$ cat config.mk
export PLATFORM = sky130hd
export DESIGN_NAME = clock_bcd_cfg_flat
export DESIGN_NICKNAME = d
export VERILOG_FILES = /design/src/rtl/clock_bcd_cfg_if.sv /design/src/rtl/clock_bcd_cfg.sv /design/src/flat_wrapper.sv
export SDC_FILE = /design/constraint.sdc
export NUM_CORES = 1
export LEC_CHECK = 0
export ABC_AREA = 1
export BUFFER_PORTS_ARGS = -buffer_cell sky130_fd_sc_hd__buf_2
export CAP_MARGIN = 0
export CORE_MARGIN = 4
export CORE_UTILIZATION = 59
export DETAILED_ROUTE_END_ITERATION = 16
export PLACE_DENSITY = 0.89
export REMOVE_ABC_BUFFERS = 1
export SLEW_MARGIN = 20
export SYNTH_ARGS = -nofsm -noshare
export SYNTH_HDL_FRONTEND = slang
export SYNTH_SLANG_ARGS = --single-unit
$ cat constraint.sdc
create_clock -name clk -period 2.7 [get_ports clk]
set_input_delay 0.135 -clock clk [delete_from_list [all_inputs] [get_ports clk]]
set_output_delay 0.135 -clock clk [all_outputs]
set_load 0.02 [all_outputs]
$ cat src/rtl/clock_bcd_cfg_if.sv
`default_nettype none
// ============================================================================
//  Module      : clock_bcd_cfg_if
//  Description : Button / display bundle between the debounced button block,
//                the BCD clock core and the 7-segment display mux.
//                Alarm signals exist only when CLOCK_ALARM_EN is defined.
//  Revision    : 1.0 - initial release
// ============================================================================
interface clock_bcd_cfg_if;
    logic       mode_btn;
    logic       inc_btn;
    logic       fmt_12h;
    logic [3:0] sec_01;
    logic [3:0] sec_10;
    logic [3:0] min_01;
    logic [3:0] min_10;
    logic [3:0] hour_01;
    logic [3:0] hour_10;
    logic       pm;
    logic       sec_tick;
    logic [2:0] set_state;
`ifdef CLOCK_ALARM_EN
    logic       alarm_on;
    logic       alarm;

    modport master (
        output mode_btn, inc_btn, fmt_12h, alarm_on,
        input  sec_01, sec_10, min_01, min_10, hour_01, hour_10,
        input  pm, sec_tick, set_state, alarm
    );
    modport slave (
        input  mode_btn, inc_btn, fmt_12h, alarm_on,
        output sec_01, sec_10, min_01, min_10, hour_01, hour_10,
        output pm, sec_tick, set_state, alarm
    );
`else
    modport master (
        output mode_btn, inc_btn, fmt_12h,
        input  sec_01, sec_10, min_01, min_10, hour_01, hour_10,
        input  pm, sec_tick, set_state
    );
    modport slave (
        input  mode_btn, inc_btn, fmt_12h,
        output sec_01, sec_10, min_01, min_10, hour_01, hour_10,
        output pm, sec_tick, set_state
    );
`endif
endinterface
`default_nettype wire

$ cat src/rtl/clock_bcd_cfg.sv
`default_nettype none
// ============================================================================
//  Module      : clock_bcd_cfg
//  Description : BCD time-of-day clock with internal 1 s prescaler, two-button
//                set-mode FSM and runtime 12/24 h display selection.
//                Optional alarm enabled by defining CLOCK_ALARM_EN.
//  Revision    : 1.0 - initial release
// ============================================================================
module clock_bcd_cfg #(
    parameter int CLK_DIV    = 1,
    parameter int ALARM_SECS = 60
) (
    input  wire            clk,
    input  wire            clr_n,
    clock_bcd_cfg_if.slave bus
);

    typedef enum logic [2:0] {
        ST_RUN       = 3'd0,
        ST_SET_HOUR  = 3'd1,
        ST_SET_MIN   = 3'd2,
        ST_SET_AHOUR = 3'd3,
        ST_SET_AMIN  = 3'd4
    } state_t;

    localparam int                 c_PRE_W    = (CLK_DIV > 1) ? $clog2(CLK_DIV) : 1;
    localparam logic [c_PRE_W-1:0] c_PRE_LAST = c_PRE_W'(CLK_DIV - 1);

    if (CLK_DIV < 1 || ALARM_SECS < 1) begin : g_param_check
        $error("clock_bcd_cfg: CLK_DIV and ALARM_SECS must be at least 1");
    end

    // Packed BCD {tens, units}
    function automatic logic [7:0] f_inc_mod60(input logic [7:0] v);
        if (v[3:0] == 4'd9) begin
            return (v[7:4] == 4'd5) ? 8'h00 : {v[7:4] + 4'd1, 4'd0};
        end
        return {v[7:4], v[3:0] + 4'd1};
    endfunction

    function automatic logic [7:0] f_inc_hour(input logic [7:0] v);
        if (v == 8'h23) begin
            return 8'h00;
        end
        if (v[3:0] == 4'd9) begin
            return {v[7:4] + 4'd1, 4'd0};
        end
        return {v[7:4], v[3:0] + 4'd1};
    endfunction

    state_t             r_state;
    logic [c_PRE_W-1:0] r_pre;
    logic [7:0]         r_sec;
    logic [7:0]         r_min;
    logic [7:0]         r_hour;
    logic               w_tick;
    logic [7:0]         w_hour_disp;
    logic               w_pm;

`ifdef CLOCK_ALARM_EN
    localparam int                  c_ACNT_W    = (ALARM_SECS > 1) ? $clog2(ALARM_SECS) : 1;
    localparam logic [c_ACNT_W-1:0] c_ACNT_LAST = c_ACNT_W'(ALARM_SECS - 1);

    logic [7:0]          r_ahour;
    logic [7:0]          r_amin;
    logic                r_alarm;
    logic [c_ACNT_W-1:0] r_acnt;
    logic                r_tick_q;
    logic                w_alarm_match;
`endif

    assign w_tick = (r_state == ST_RUN) && (r_pre == c_PRE_LAST);

    // Set-mode FSM, prescaler and time-of-day registers
    always_ff @(posedge clk or negedge clr_n) begin
        if (!clr_n) begin
            r_state <= ST_RUN;
            r_pre   <= '0;
            r_sec   <= 8'h00;
            r_min   <= 8'h00;
            r_hour  <= 8'h00;
`ifdef CLOCK_ALARM_EN
            r_ahour <= 8'h00;
            r_amin  <= 8'h00;
`endif
        end else begin
            // Prescaler only runs in RUN; every set state holds it at zero
            if (r_state != ST_RUN) begin
                r_pre <= '0;
            end
            case (r_state)
                ST_RUN: begin
                    if (w_tick) begin
                        r_pre <= '0;
                        r_sec <= f_inc_mod60(r_sec);
                        if (r_sec == 8'h59) begin
                            r_min <= f_inc_mod60(r_min);
                            if (r_min == 8'h59) begin
                                r_hour <= f_inc_hour(r_hour);
                            end
                        end
                    end else begin
                        r_pre <= r_pre + 1'b1;
                    end
                    if (bus.mode_btn) begin
                        r_state <= ST_SET_HOUR;
                        r_pre   <= '0;
                    end
                end
                ST_SET_HOUR: begin
                    if (bus.mode_btn) begin
                        r_state <= ST_SET_MIN;
                    end else if (bus.inc_btn) begin
                        r_hour <= f_inc_hour(r_hour);
                    end
                end
                ST_SET_MIN: begin
                    if (bus.mode_btn) begin
`ifdef CLOCK_ALARM_EN
                        r_state <= ST_SET_AHOUR;
`else
                        // Back to RUN: restart the second from a clean boundary
                        r_state <= ST_RUN;
                        r_sec   <= 8'h00;
`endif
                    end else if (bus.inc_btn) begin
                        r_min <= f_inc_mod60(r_min);
                    end
                end
`ifdef CLOCK_ALARM_EN
                ST_SET_AHOUR: begin
                    if (bus.mode_btn) begin
                        r_state <= ST_SET_AMIN;
                    end else if (bus.inc_btn) begin
                        r_ahour <= f_inc_hour(r_ahour);
                    end
                end
                ST_SET_AMIN: begin
                    if (bus.mode_btn) begin
                        r_state <= ST_RUN;
                        r_sec   <= 8'h00;
                    end else if (bus.inc_btn) begin
                        r_amin <= f_inc_mod60(r_amin);
                    end
                end
`endif
                default: begin
                    r_state <= ST_RUN;
                end
            endcase
        end
    end

`ifdef CLOCK_ALARM_EN
    // Alarm matches only on the first cycle after a tick lands on hh:mm:00
    assign w_alarm_match = (r_hour == r_ahour) && (r_min == r_amin) && (r_sec == 8'h00);

    // Alarm output: raised on match, held for ALARM_SECS ticks
    always_ff @(posedge clk or negedge clr_n) begin
        if (!clr_n) begin
            r_alarm  <= 1'b0;
            r_acnt   <= '0;
            r_tick_q <= 1'b0;
        end else begin
            r_tick_q <= w_tick;
            if (!bus.alarm_on || (r_state != ST_RUN) || bus.mode_btn) begin
                r_alarm <= 1'b0;
                r_acnt  <= '0;
            end else if (r_alarm) begin
                if (w_tick) begin
                    if (r_acnt == c_ACNT_LAST) begin
                        r_alarm <= 1'b0;
                        r_acnt  <= '0;
                    end else begin
                        r_acnt <= r_acnt + 1'b1;
                    end
                end
            end else if (r_tick_q && w_alarm_match) begin
                r_alarm <= 1'b1;
                r_acnt  <= '0;
            end
        end
    end

    assign bus.alarm = r_alarm;
`endif

    // 12 h view of the 24 h hour register: 00->12, 13..23->01..11
    always_comb begin
        w_hour_disp = r_hour;
        if (bus.fmt_12h) begin
            if (r_hour == 8'h00) begin
                w_hour_disp = 8'h12;
            end else if ((r_hour[7:4] == 4'd1) && (r_hour[3:0] >= 4'd3)) begin
                w_hour_disp = {4'd0, r_hour[3:0] - 4'd2};
            end else if (r_hour[7:4] == 4'd2) begin
                w_hour_disp = (r_hour[3:0] < 4'd2) ? {4'd0, r_hour[3:0] + 4'd8}
                                                   : {4'd1, r_hour[3:0] - 4'd2};
            end
        end
    end

    assign w_pm = (r_hour[7:4] == 4'd2) || ((r_hour[7:4] == 4'd1) && (r_hour[3:0] >= 4'd2));

    assign bus.sec_01    = r_sec[3:0];
    assign bus.sec_10    = r_sec[7:4];
    assign bus.min_01    = r_min[3:0];
    assign bus.min_10    = r_min[7:4];
    assign bus.hour_01   = w_hour_disp[3:0];
    assign bus.hour_10   = w_hour_disp[7:4];
    assign bus.pm        = w_pm;
    assign bus.sec_tick  = w_tick;
    assign bus.set_state = r_state;

endmodule
`default_nettype wire

$ cat src/flat_wrapper.sv
// flat-port wrapper written by rule: the top's interface ports become plain ports
module clock_bcd_cfg_flat 
#(
    parameter int CLK_DIV    = 1,
    parameter int ALARM_SECS = 60
)
  (clk, clr_n, bus_mode_btn, bus_inc_btn, bus_fmt_12h, bus_sec_01, bus_sec_10, bus_min_01, bus_min_10, bus_hour_01, bus_hour_10, bus_pm, bus_sec_tick, bus_set_state);
  clock_bcd_cfg_if bus_i ();
  input  wire clk;
  input  wire clr_n;
  input wire logic [$bits(bus_i.mode_btn)-1:0] bus_mode_btn;
  input wire logic [$bits(bus_i.inc_btn)-1:0] bus_inc_btn;
  input wire logic [$bits(bus_i.fmt_12h)-1:0] bus_fmt_12h;
  output wire logic [$bits(bus_i.sec_01)-1:0] bus_sec_01;
  output wire logic [$bits(bus_i.sec_10)-1:0] bus_sec_10;
  output wire logic [$bits(bus_i.min_01)-1:0] bus_min_01;
  output wire logic [$bits(bus_i.min_10)-1:0] bus_min_10;
  output wire logic [$bits(bus_i.hour_01)-1:0] bus_hour_01;
  output wire logic [$bits(bus_i.hour_10)-1:0] bus_hour_10;
  output wire logic [$bits(bus_i.pm)-1:0] bus_pm;
  output wire logic [$bits(bus_i.sec_tick)-1:0] bus_sec_tick;
  output wire logic [$bits(bus_i.set_state)-1:0] bus_set_state;
  assign bus_i.mode_btn = bus_mode_btn;
  assign bus_i.inc_btn = bus_inc_btn;
  assign bus_i.fmt_12h = bus_fmt_12h;
  assign bus_sec_01 = bus_i.sec_01;
  assign bus_sec_10 = bus_i.sec_10;
  assign bus_min_01 = bus_i.min_01;
  assign bus_min_10 = bus_i.min_10;
  assign bus_hour_01 = bus_i.hour_01;
  assign bus_hour_10 = bus_i.hour_10;
  assign bus_pm = bus_i.pm;
  assign bus_sec_tick = bus_i.sec_tick;
  assign bus_set_state = bus_i.set_state;
  clock_bcd_cfg #(.CLK_DIV(CLK_DIV), .ALARM_SECS(ALARM_SECS)) u_core (.clk(clk), .clr_n(clr_n), .bus(bus_i));
endmodule
; ---- Word level (Yosys, flattened, before mapping)
; Index checks and enable logic that the tools add are counted.
[totals]
output_inout_bits = 29
input_bits = 5
wordCells = 133
reg_bits = 28
[op_classes]
n_mux = 68
n_reduce_logical = 17
bitwise = 1
order_cmp = 3
eq_ne = 27
n_addsub = 9
[ops]
columns = cell, n
row1 = $mux W8, 28
row2 = $pmux W8 S2, 3
row3 = $mux W1, 32
row4 = $add A4 B1 Y4 const B, 6
row5 = $ne A2 B2 Y1 const B, 12
row6 = $eq A8 B7 Y1 const B, 2
row7 = $eq A4 B4 Y1 const B, 3
row8 = $mux W3, 3
row9 = $pmux W3 S3, 1
row10 = $eq A4 B3 Y1 const B, 2
row11 = $eq A8 B6 Y1 const B, 1
row12 = $ge A4 B2 Y1 const B, 2
row13 = $logic_not A8 Y1, 1
row14 = $reduce_and A8 Y1, 1
row15 = $reduce_and A7 Y1, 1
row16 = $reduce_and A3 Y1, 2
row17 = $reduce_and A6 Y1, 1
row18 = $reduce_bool A2 Y1, 3
row19 = $mux W5, 1
row20 = $reduce_and A5 Y1, 1
row21 = $add A4 B4 Y4 const B, 1
row22 = $eq A4 B1 Y1 const B, 1
row23 = $eq A4 B2 Y1 const B, 1
row24 = $lt A4 B2 Y1 const B, 1
row25 = 13 further kinds, 15

; ---- Longest topological paths before layout
; Gate-level depths: netlist of the first run.
[logic_depth]
word_depth = 17
depth_mapped = 11

; ---- Worst setup path before layout of the first run
; No wires, ideal clock.
[synth_timing]
path_kind = register -> output
from = register u_core.r_hour[4]
to = output port bus_hour_01[2]
arrival_time_ps = 1385
path_slack_ps = 1180
path_stages_with_launch = 8
n_path_buf = 0
required_time_ps = 2565
cell_sequence = dfrtp_1 > inv_1 > ha_1 > nand2_2 > nand2_1 > nand2_1 > nand2_1 > o21ai_1
[synth_between]
elab_chain_len = 5
[synth_lines]
columns = item, line
row1 = "start, declared", clock_bcd_cfg.sv:55  ; logic [7:0] r_hour;
row2 = "start signal, assigned", clock_bcd_cfg.sv:99  ; r_hour <= f_inc_hour(r_hour);
row3 = "start signal, assigned", clock_bcd_cfg.sv:114  ; r_hour <= f_inc_hour(r_hour);
row4 = $eq A4 B2 Y1 or $eq A4 B1 Y1 (tied branches), "clock_bcd_cfg.sv:196, clock_bcd_cfg.sv:194"
row5 = $mux W8 or $logic_and A1 B1 Y1 (tied branches), "clock_bcd_cfg.sv:196, clock_bcd_cfg.sv:194"
row6 = $mux W8, clock_bcd_cfg.sv:194  ; end else if ((r_hour[7:4] == 4'd1) && (r_hour[3:0] >= 4'd3)) begin
row7 = $mux W8 *, clock_bcd_cfg.sv:192  ; if (r_hour == 8'h00) begin
row8 = $mux W8 *, clock_bcd_cfg.sv:191  ; if (bus.fmt_12h) begin
row9 = "end, declared", flat_wrapper.sv:18  ; output wire logic [$bits(bus_i.hour_01)-1:0] bus_hour_01;
; Mark *: on every way between the ends. The rest lies on a longest branch, timed or not.

; ---- Final worst setup path of the first run
; Ends and elaborated chain as after synthesis.

==> results of run 1 <==
## per-stage QoR
| step | hold WS (ps) | total power (uW) |
|---|---|---|
| after floorplan | -161 | 1280 |
| after global placement | 174 | 1510 |
| after detailed placement | 173 | 1530 |
| after CTS | 31.4 | 1710 |
| after global routing | 25.7 | 1860 |
| final | 36.8 | 1700 |
## cell usage after synthesis, types with 3 or more instances
master	number	share of area (%)
nor2_2	3	1.0
nand2_1	68	14
o22ai_1	3	1.0
o21ai_1	5	1.4
inv_2	4	0.83
o21ai_0	8	2.2
clkbuf_1	3	0.62
nand3_1	20	5.5
o21ai_4	3	2.7
a21oi_1	3	0.83
ha_1	12	8.3
inv_1	31	6.4
nand2_2	6	2.1
xor2_1	6	2.9
nand4_1	7	2.4
dfrtp_1	27	37
nor2_1	20	4.1
## kinds of logic after synthesis
kind of cell    Yosys count  share of synthesized area [%]
flops                    27                           37.2
simple gates            132                           33.0
xor+xnor                  8                           3.85
other cells               1                          0.206
compound gates           24                           8.95
buf+inv                  40                           8.53
fa+ha+maj                12                           8.26
## what timing repair did
action	CTS	global route
hold endpoints to repair	27	0
hold buffers	1	0
resized for setup	0	0
## sequential cells by signal, indices dropped and copies added (netlist names)
signal and cells:
u_core.bus.set_state 2, u_core.r_hour 8, u_core.r_min 8, u_core.r_pre 1, u_core.r_sec 8
## metal layers
metal	vias up	routed length, um	global-route usage (%)
met5	-	0	0
met4	0	33	4.85
met3	4	138	3.73
met2	29	1640	30.2
met1	731	1620	23.6
li1	839	-	-
## power groups by stage
stage / Sequential (uW) / Combinational, uW / Clock (uW)
after floorplan: 753 / 530 / 0
after global routing: 679 / 984 / 198
final: 653 / 871 / 174
after detailed placement: 661 / 869 / 0
after CTS: 652 / 878 / 178
after global placement: 657 / 850 / 0
## layout make-up
type                            instances  area (um2)  share of cell area, %
Timing Repair Buffer                   33         170                   8.37
Sequential cell                        27         676                   33.2
Multi-Input combinational cell        178         991                   48.7
Tap cell                               31        38.8                   1.91
Inverter                               35         131                   6.46
Clock buffer                            4        26.3                   1.29
## worst max-delay path, delay by kind of cell, from the launching register on
family / cells / cell delay [ps]
buffers and inverters: 2 / 270
DFF: 1 / 500
adders and majority gates: 1 / 210
and+or+nand+nor: 4 / 400
AOI/OAI and AO/OA: 1 / 110
## path summary, 6_finish.rpt
check,endpoint,slack [ps],cells past startpoint
worst max-delay path,bus_hour_01[2],740,8
worst min-delay path,u_core.bus.set_state[1],40,2
worst max register to register,u_core.r_min[4],1130,11
worst min register to register,u_core.r_min[3],580,2
max in group asynchronous,u_core.r_hour[1],2000,2
min in group asynchronous,u_core.r_sec[5],320,2
==> impl_metrics.csv, run 1 <==
group,metric,value,unit
synthesis,ys_types,29,
clock_network,cts_sinks,27,
critical_path,crit_type,"reg -> out",
placement,post_dp_cell_area,2000,um2
sta,setup_viol,0,
clock_network,cts.htree.levels,1,
cells_and_area,drive_gt1_share,19.9,%
cells_and_area,final_util,71.3,%
die,design.die.area,4030,um2
clock_network,cts_buffer_depth,2,
synthesis,ys.flop_type,"dfrtp_1",
synthesis,yosysSeqAreaShare,37.2,%
pwr,combPwrFrac,51.3,%
die,start_util,63.7,%
critical_path,cp-end-kind,"output pin",
cells_and_area,most-common-layout-cells,"nand2_1 (68), buf_2 (32), inv_1 (31)",
run,drv_cap,0,
placement,dpl.cell_count,303,
cells_and_area,nets,295,
critical_path,crit_chain,"inv_1, ha_1, nand2_2, nand2_1, nand2_1, nand2_1, o21ai_1, buf_2",
drt,totalWireLength,3.43,mm
outcome,status,"finished clean",
sta,slew_headroom,61.2,%
synthesis,synth_cells,244,
synthesis,synth-edff-count,0,
clock_network,post-cts-setup-buffers,0,
grt,grt_max_degree,28,
grt,grt_pass1_vias,1408,
drt,wire_per_inst,11.1,um
sta,setup_ws,736,ps
die,die_h,63.5,um
die,design.core.area,2850,um2
clock_network,clock-root-buffer,"clkbuf_4",
critical_path,cp.required,2570,ps
cells_and_area,layout_commonest_cell,"nand2_1",
sta,worst_pin_slew,582,ps
clock_network,cts_made_buffers,3,
clock_network,clk_latency,320,ps
sta,hold_viol,0,
grt,grt_pass1_wl,6.00,mm
placement,finalWeightedCongestion,0.818,
drt,viasPerCell,5.20,
synthesis,synth-seq-cells,27,
cells_and_area,num_antenna_cells,0,
synthesis,syn_area,1820,um2
die,die_w,63.5,um
die,row_count,19,
critical_path,worstPathArrival,1830,ps
sta,rsz0062_at_grt,"no",
critical_path,critPathLaunch,"u_core.r_hour[4]",
pwr,netSwitchingFraction,48.8,%
pwr,p_switching,829,uW
cells_and_area,area_growth,11.8,%
sta,fin_crit,1960,ps
grt,antenna_found_initial,0,
critical_path,crit_path_top_delay_cell,"dfrtp_1",
drt,detail_route.iter0.violations,123,
worst_hold_path,hold_class,"in -> reg",
cells_and_area,stdcell_count,308,
drt,drc,0,
drt,drtAntennaViolNets,0,
synthesis,async_flop_share,100,%
clock_network,clk_pin_slew,140,ps
placement,post-dp-hpwl,2.71,mm
synthesis,yosysWarnings,0,
worst_hold_path,hp-start,"bus_mode_btn",
placement,io_buffer_count,32,
pwr,pwr_density_cell,835,nW/um2
sta,finalClockSkew,1.89,ps
clock_network,cts_tree,"done",
critical_path,reg2reg_from,"u_core.r_sec[1]",
cells_and_area,fin_area,2030,um2
sta,max_freq,509,MHz
critical_path,crit_path_frequent_cell,"nand2_1",
drt,vias,1603,
synthesis,syn_avg_cell_area,7.45,um2
critical_path,critPathMaxStageDelay,500,ps
placement,place_ws,1110,ps
drt,drt_first_pass_iters,4,
die,io_pins,34,
pwr,internal_power,869,uW
sta,fin_tns_setup,0,ps
grt,track_usage,18.1,%
sta,period_share,72.8,%
pwr,peakVddDrop,0.638,mV
sta,drv_slew,0,
cells_and_area,fill_cells,233,
critical_path,startpoint_type,"register",
pwr,seq_power_share,38.5,%
grt,grt_overflow,0,
pwr,clkPwrFrac,10.2,%
critical_path,crit_fanout,8,
pwr,power_leakage,0.00114,uW
Note: power is estimated with default switching activity, not from simulation.
==> run 2: changes to the inputs <==
--- a/config.mk
+++ b/config.mk
@@ -9,9 +9,9 @@
 export BUFFER_PORTS_ARGS = -buffer_cell sky130_fd_sc_hd__buf_2
 export CAP_MARGIN = 0
 export CORE_MARGIN = 4
-export CORE_UTILIZATION = 59
+export CORE_UTILIZATION = 50
 export DETAILED_ROUTE_END_ITERATION = 16
-export PLACE_DENSITY = 0.89
+export PLACE_DENSITY = 0.81
 export REMOVE_ABC_BUFFERS = 1
 export SLEW_MARGIN = 20
 export SYNTH_ARGS = -nofsm -noshare
==> constraint.sdc (replaced) <==
create_clock -name clk -period 1.6 [get_ports clk]
set_input_delay 0.08 -clock clk [delete_from_list [all_inputs] [get_ports clk]]
set_output_delay 0.08 -clock clk [all_outputs]
set_load 0.02 [all_outputs]
==> run 2 against run 1 <==
Against the previous run:
- the run now ends with negative setup slack left
- hold slack better by 190 ps
- sequential share of layout area down 4.9 points
- sequential power up 68%
- critical path depth down 1
- non-clock buffer count up 20
- die area up 16%
- clock power up 74%
- utilization down 1.0 points
- design area up 18%
- final cell count up 11%
- global-route usage up 0.69 points
- largest power group unchanged
==> impl_metrics.csv, run 2 (synthesis gave the netlist of run 1 again) <==
group,metric,value,unit
sta,worst_pin_slew,613,ps
critical_path,critPathLaunch,"u_core.r_hour[5]",
drt,totalWireLength,4.05,mm
pwr,p_switching,1590,uW
sta,setup_ws,-103,ps
outcome,violations,"negative setup slack",
critical_path,critPathMaxStageDelay,440,ps
critical_path,crit_fanout,4,
die,design.core.area,3420,um2
placement,post_dp_cell_area,2070,um2
clock_network,clk_latency,330,ps
drt,wire_per_inst,11.8,um
die,io_pins,34,
pwr,power_leakage,0.00128,uW
cells_and_area,stdcell_count,343,
drt,drt_first_pass_iters,5,
pwr,seq_power_share,33.3,%
placement,dpl.cell_count,325,
sta,slew_headroom,59.1,%
cells_and_area,area_growth,32.0,%
die,die_w,68.3,um
clock_network,cts_tree,"done",
drt,viasPerCell,4.99,
drt,drc,0,
placement,post-dp-hpwl,2.88,mm
run,drv_cap,0,
die,start_util,53.2,%
critical_path,crit_type,"reg -> out",
cells_and_area,drive_gt1_share,36.4,%
cells_and_area,final_util,70.3,%
placement,finalWeightedCongestion,0.882,
critical_path,reg2reg_from,"u_core.r_sec[1]",
drt,drtAntennaViolNets,0,
cells_and_area,num_antenna_cells,0,
die,design.die.area,4660,um2
sta,rsz0062_at_grt,"yes",
grt,grt_pass1_wl,6.87,mm
drt,detail_route.iter0.violations,54,
sta,fin_tns_setup,-304,ps
grt,grt_pass1_vias,1618,
outcome,status,"finished with violations",
die,row_count,21,
cells_and_area,reg_top3,"u_core.r_hour x8, u_core.r_min x8, u_core.r_sec x8",
worst_hold_path,hold_class,"in -> reg",
clock_network,cts.htree.levels,1,
grt,grt_overflow,0,
die,die_h,68.3,um
sta,drv_slew,0,
sta,fin_crit,1700,ps
grt,antenna_found_initial,0,
clock_network,cts_made_buffers,3,
cells_and_area,fill_cells,284,
cells_and_area,most-common-layout-cells,"nand2_1 (59), buf_2 (27), inv_1 (24)",
critical_path,crit_chain,"inv_2, ha_2, and3_4, nand3_4, nand2_2, o21ai_1, buf_4",
clock_network,clock-root-buffer,"clkbuf_4",
pwr,internal_power,1720,uW
cells_and_area,layout_commonest_cell,"nand2_1",
pwr,combPwrFrac,57.6,%
sta,setup_viol,5,
critical_path,cp_top_family,"flip-flops",
sta,finalClockSkew,9.51,ps
sta,period_share,106,%
critical_path,cp-end-kind,"output pin",
critical_path,critPathBufInv,2,
drt,vias,1710,
critical_path,startpoint_type,"register",
pwr,netSwitchingFraction,48.0,%
grt,grt_max_degree,28,
critical_path,cp.required,1520,ps
sta,max_freq,587,MHz
sta,hold_viol,0,
pwr,pwr_density_cell,1380,nW/um2
pwr,clkPwrFrac,9.1,%
pwr,peakVddDrop,0.791,mV
cells_and_area,fin_area,2400,um2
worst_hold_path,hp-start,"bus_inc_btn",
cells_and_area,nets,315,
placement,io_buffer_count,32,
critical_path,worstPathArrival,1620,ps
clock_network,cts_sinks,27,
clock_network,cts_buffer_depth,2,
critical_path,crit_path_top_delay_cell,"dfrtp_1",
clock_network,clk_pin_slew,150,ps
grt,track_usage,18.8,%
==> run 2: per-stage QoR <==
step                      setup slack (ps)  total power [uW]  hold WS, ps
after floorplan                       87.0              2170         -216
after global placement                 128              2580          115
after global routing                  -186              3590          254
after detailed placement              80.4              2620          126
after CTS                            -80.4              3120          206
final                                 -103              3300          227
==> run 2: worst min-delay path: stages <==
cell and delay [ps]:
buf_2 110, nand3_1 90, nand2_2 110, nand4_1 110, nand2_1 50
==> run 2: cell type report <==
type                       count  area (um2)  share of cell area [%]
inverter                      35         131                    5.47
sequential                    27         681                    28.4
timing repair buffer          53         347                    14.4
tap                           46        57.6                    2.40
multi-input combinational    178        1160                    48.2
clock buffer                   4        26.3                    1.09
==> run 2: power by group through the flow <==
stage	Clock (uW)	Combinational, uW	Sequential (uW)
final	302	1900	1100
after global routing	332	2120	1130
after detailed placement	0	1520	1100
after floorplan	0	894	1270
after CTS	306	1740	1070
after global placement	0	1490	1090
==> run 2: path summary, 6_finish.rpt <==
path                                     to  slack, ps  cells after the start
max                          bus_hour_01[2]       -100                      7
min                        u_core.r_hour[7]        230                      5
max reg2reg                u_core.r_hour[5]        100                      9
min reg2reg                 u_core.r_min[3]        580                      2
max in group asynchronous  u_core.r_hour[0]        880                      2
min in group asynchronous   u_core.r_sec[5]        270                      2
==> run 2: layer usage <==
layer / track usage, % / wire, um / vias to the layer above
li1: - / - / 880
met1: 23.5 / 1780 / 792
met2: 34.8 / 2110 / 32
met3: 1.64 / 134 / 6
met4: 3.97 / 25 / 0
met5: 0 / 0 / -
==> run 2: what timing repair did <==
item / 4_1_cts / 5_1_grt
resized for setup: 31 / 27
endpoints found under the hold margin: 29 / 0
hold buffers: 2 / 0
pin swaps: 3 / 11
buffers inserted: 9 / 3
setup endpoints to repair: 5 / 21
==> run 3: changes to the inputs <==
--- a/config.mk
+++ b/config.mk
@@ -8,12 +8,10 @@
 export ABC_AREA = 1
 export BUFFER_PORTS_ARGS = -buffer_cell sky130_fd_sc_hd__buf_2
 export CAP_MARGIN = 0
-export CORE_MARGIN = 4
 export CORE_UTILIZATION = 50
 export DETAILED_ROUTE_END_ITERATION = 16
 export PLACE_DENSITY = 0.81
 export REMOVE_ABC_BUFFERS = 1
-export SLEW_MARGIN = 20
 export SYNTH_ARGS = -nofsm -noshare
 export SYNTH_HDL_FRONTEND = slang
 export SYNTH_SLANG_ARGS = --single-unit
==> run 3 against run 2 <==
Against the previous run:
- the run still ends with negative setup slack left
- sequential power hardly changed
- non-clock buffer count increased by 9
- clock skew decreased by 8.1 ps
- global-route usage grew 2.9 points
- clock power down 1%
==> impl_metrics.csv, run 3 (synthesis gave the netlist of run 1 again) <==
group,metric,value,unit
sta,drv_slew,0,
die,die_h,62.3,um
outcome,status,"finished with violations",
die,io_pins,34,
grt,grt_overflow,0,
sta,hold_viol,0,
clock_network,clk_pin_slew,140,ps
die,row_count,21,
cells_and_area,layout_commonest_cell,"nand2_1",
drt,drt_first_pass_iters,5,
grt,grt_max_degree,28,
die,start_util,53.2,%
sta,rsz0062_at_grt,"yes",
critical_path,cp.required,1520,ps
sta,setup_viol,5,
critical_path,crit_fanout,4,
placement,place_ws,84.0,ps
outcome,violations,"negative setup slack",
critical_path,cp-end-kind,"output pin",
sta,max_freq,576,MHz
pwr,peakVddDrop,0.922,mV
clock_network,cts_tree,"done",
sta,slew_headroom,60.1,%
pwr,combPwrFrac,59.1,%
sta,fin_crit,1740,ps
die,die_w,62.3,um
placement,dpl.cell_count,326,
worst_hold_path,hold_class,"in -> reg",
pwr,internal_power,1770,uW
pwr,p_switching,1650,uW
grt,grt_pass1_vias,1656,
sta,period_share,109,%
placement,post-dp-hpwl,2.77,mm
clock_network,clock-root-buffer,"clkbuf_4",
cells_and_area,drive_gt1_share,40.2,%
cells_and_area,area_growth,39.0,%
drt,totalWireLength,4.49,mm
pwr,clkPwrFrac,8.7,%
grt,antenna_found_initial,0,
clock_network,cts_sinks,27,
cells_and_area,stdcell_count,352,
cells_and_area,fill_cells,254,
pwr,pwr_density_cell,1350,nW/um2
grt,track_usage,21.7,%
clock_network,cts.htree.levels,1,
drt,detail_route.iter0.violations,39,
cells_and_area,most-common-layout-cells,"nand2_1 (55), buf_4 (27), buf_2 (26)",
clock_network,clk_latency,330,ps
placement,finalWeightedCongestion,0.786,
drt,viasPerCell,5.18,
drt,drtAntennaViolNets,0,
drt,drc,0,
die,design.core.area,3420,um2
drt,wire_per_inst,12.8,um
cells_and_area,reg_top3,"u_core.r_hour x8, u_core.r_min x8, u_core.r_sec x8",
grt,grt_pass1_wl,6.88,mm
critical_path,crit_type,"reg -> out",
die,design.die.area,3880,um2
drt,vias,1823,
sta,setup_ws,-136,ps
pwr,seq_power_share,32.2,%
sta,finalClockSkew,1.44,ps
pwr,power_leakage,0.00134,uW
cells_and_area,num_antenna_cells,0,
placement,io_buffer_count,32,
critical_path,startpoint_type,"register",
run,drv_cap,0,
cells_and_area,nets,324,
clock_network,cts_made_buffers,3,
clock_network,cts_buffer_depth,2,
pwr,netSwitchingFraction,48.2,%
critical_path,rrSetupSlack,10,ps
critical_path,worstPathArrival,1660,ps
sta,worst_pin_slew,598,ps
run 3: path summary, 6_finish.rpt:
check                                 startpoint               end  cells after the start
worst max-delay path            u_core.r_hour[5]    bus_hour_01[3]                      9
worst min-delay path                 bus_inc_btn  u_core.r_hour[5]                      5
worst max register to register  u_core.r_hour[4]  u_core.r_hour[4]                      9
worst min register to register   u_core.r_min[3]   u_core.r_min[3]                      2
max in group asynchronous                  clr_n  u_core.r_hour[0]                      2
min in group asynchronous                  clr_n   u_core.r_sec[1]                      2
run 3: worst max-delay path, stage by stage, from the launching register on:
cell and delay (ps):
dfrtp_1 430, inv_2 130, ha_4 180, nand3_4 110, nand2_4 90, nand2_4 60, nand2_2 60, nand2_2 40
nor2_1 80, buf_4 140
run 3: cell type report:
cell class,count,area (um2),share of cell area [%]
clock buffers,4,26.3,1.04
inverters,35,136,5.40
multi-input cells,178,1190,47.3
flip-flops and latches,27,681,26.9
well taps,46,57.6,2.28
repair buffers,62,432,17.1
run 3: metal layers:
layer	vias up	track usage (%)	part of all wire, %
met5	-	0	0
met1	848	24.8	38
li1	897	-	-
met4	0	8.43	3.0
met2	65	41.1	55
met3	13	2.21	4.6
run 3: power by group through the flow:
stage	combinational (uW)	sequential [uW]	clock, uW
floorplan	894	1270	0
global placement	1480	1090	0
detailed placement	1520	1100	0
CTS	1710	1070	302
global route	2210	1140	330
finish	2020	1100	298
run 3: per-stage QoR:
| stage | power [uW] | area, um2 | util, % | TNS [ps] | hold WS (ps) |
|---|---|---|---|---|---|
| after global routing | 3670 | 2530 | 74.0 | -1310 | 248 |
| after detailed placement | 2620 | 2080 | 60.8 | 0 | 118 |
| after global placement | 2580 | 2080 | 60.8 | 0 | 117 |
| after CTS | 3080 | 2270 | 66.4 | -288 | 2.22 |
| after floorplan | 2170 | 1800 | - | 0 | -216 |
| final | 3420 | 2530 | 74.0 | -570 | 231 |
run 3: repair_timing:
item	CTS	global route
pin swaps	7	20
setup buffers	10	10
endpoints found under the setup margin	5	20
cloned	0	0
hold buffers	1	1
endpoints found under the hold margin	27	1
resized for setup	29	46
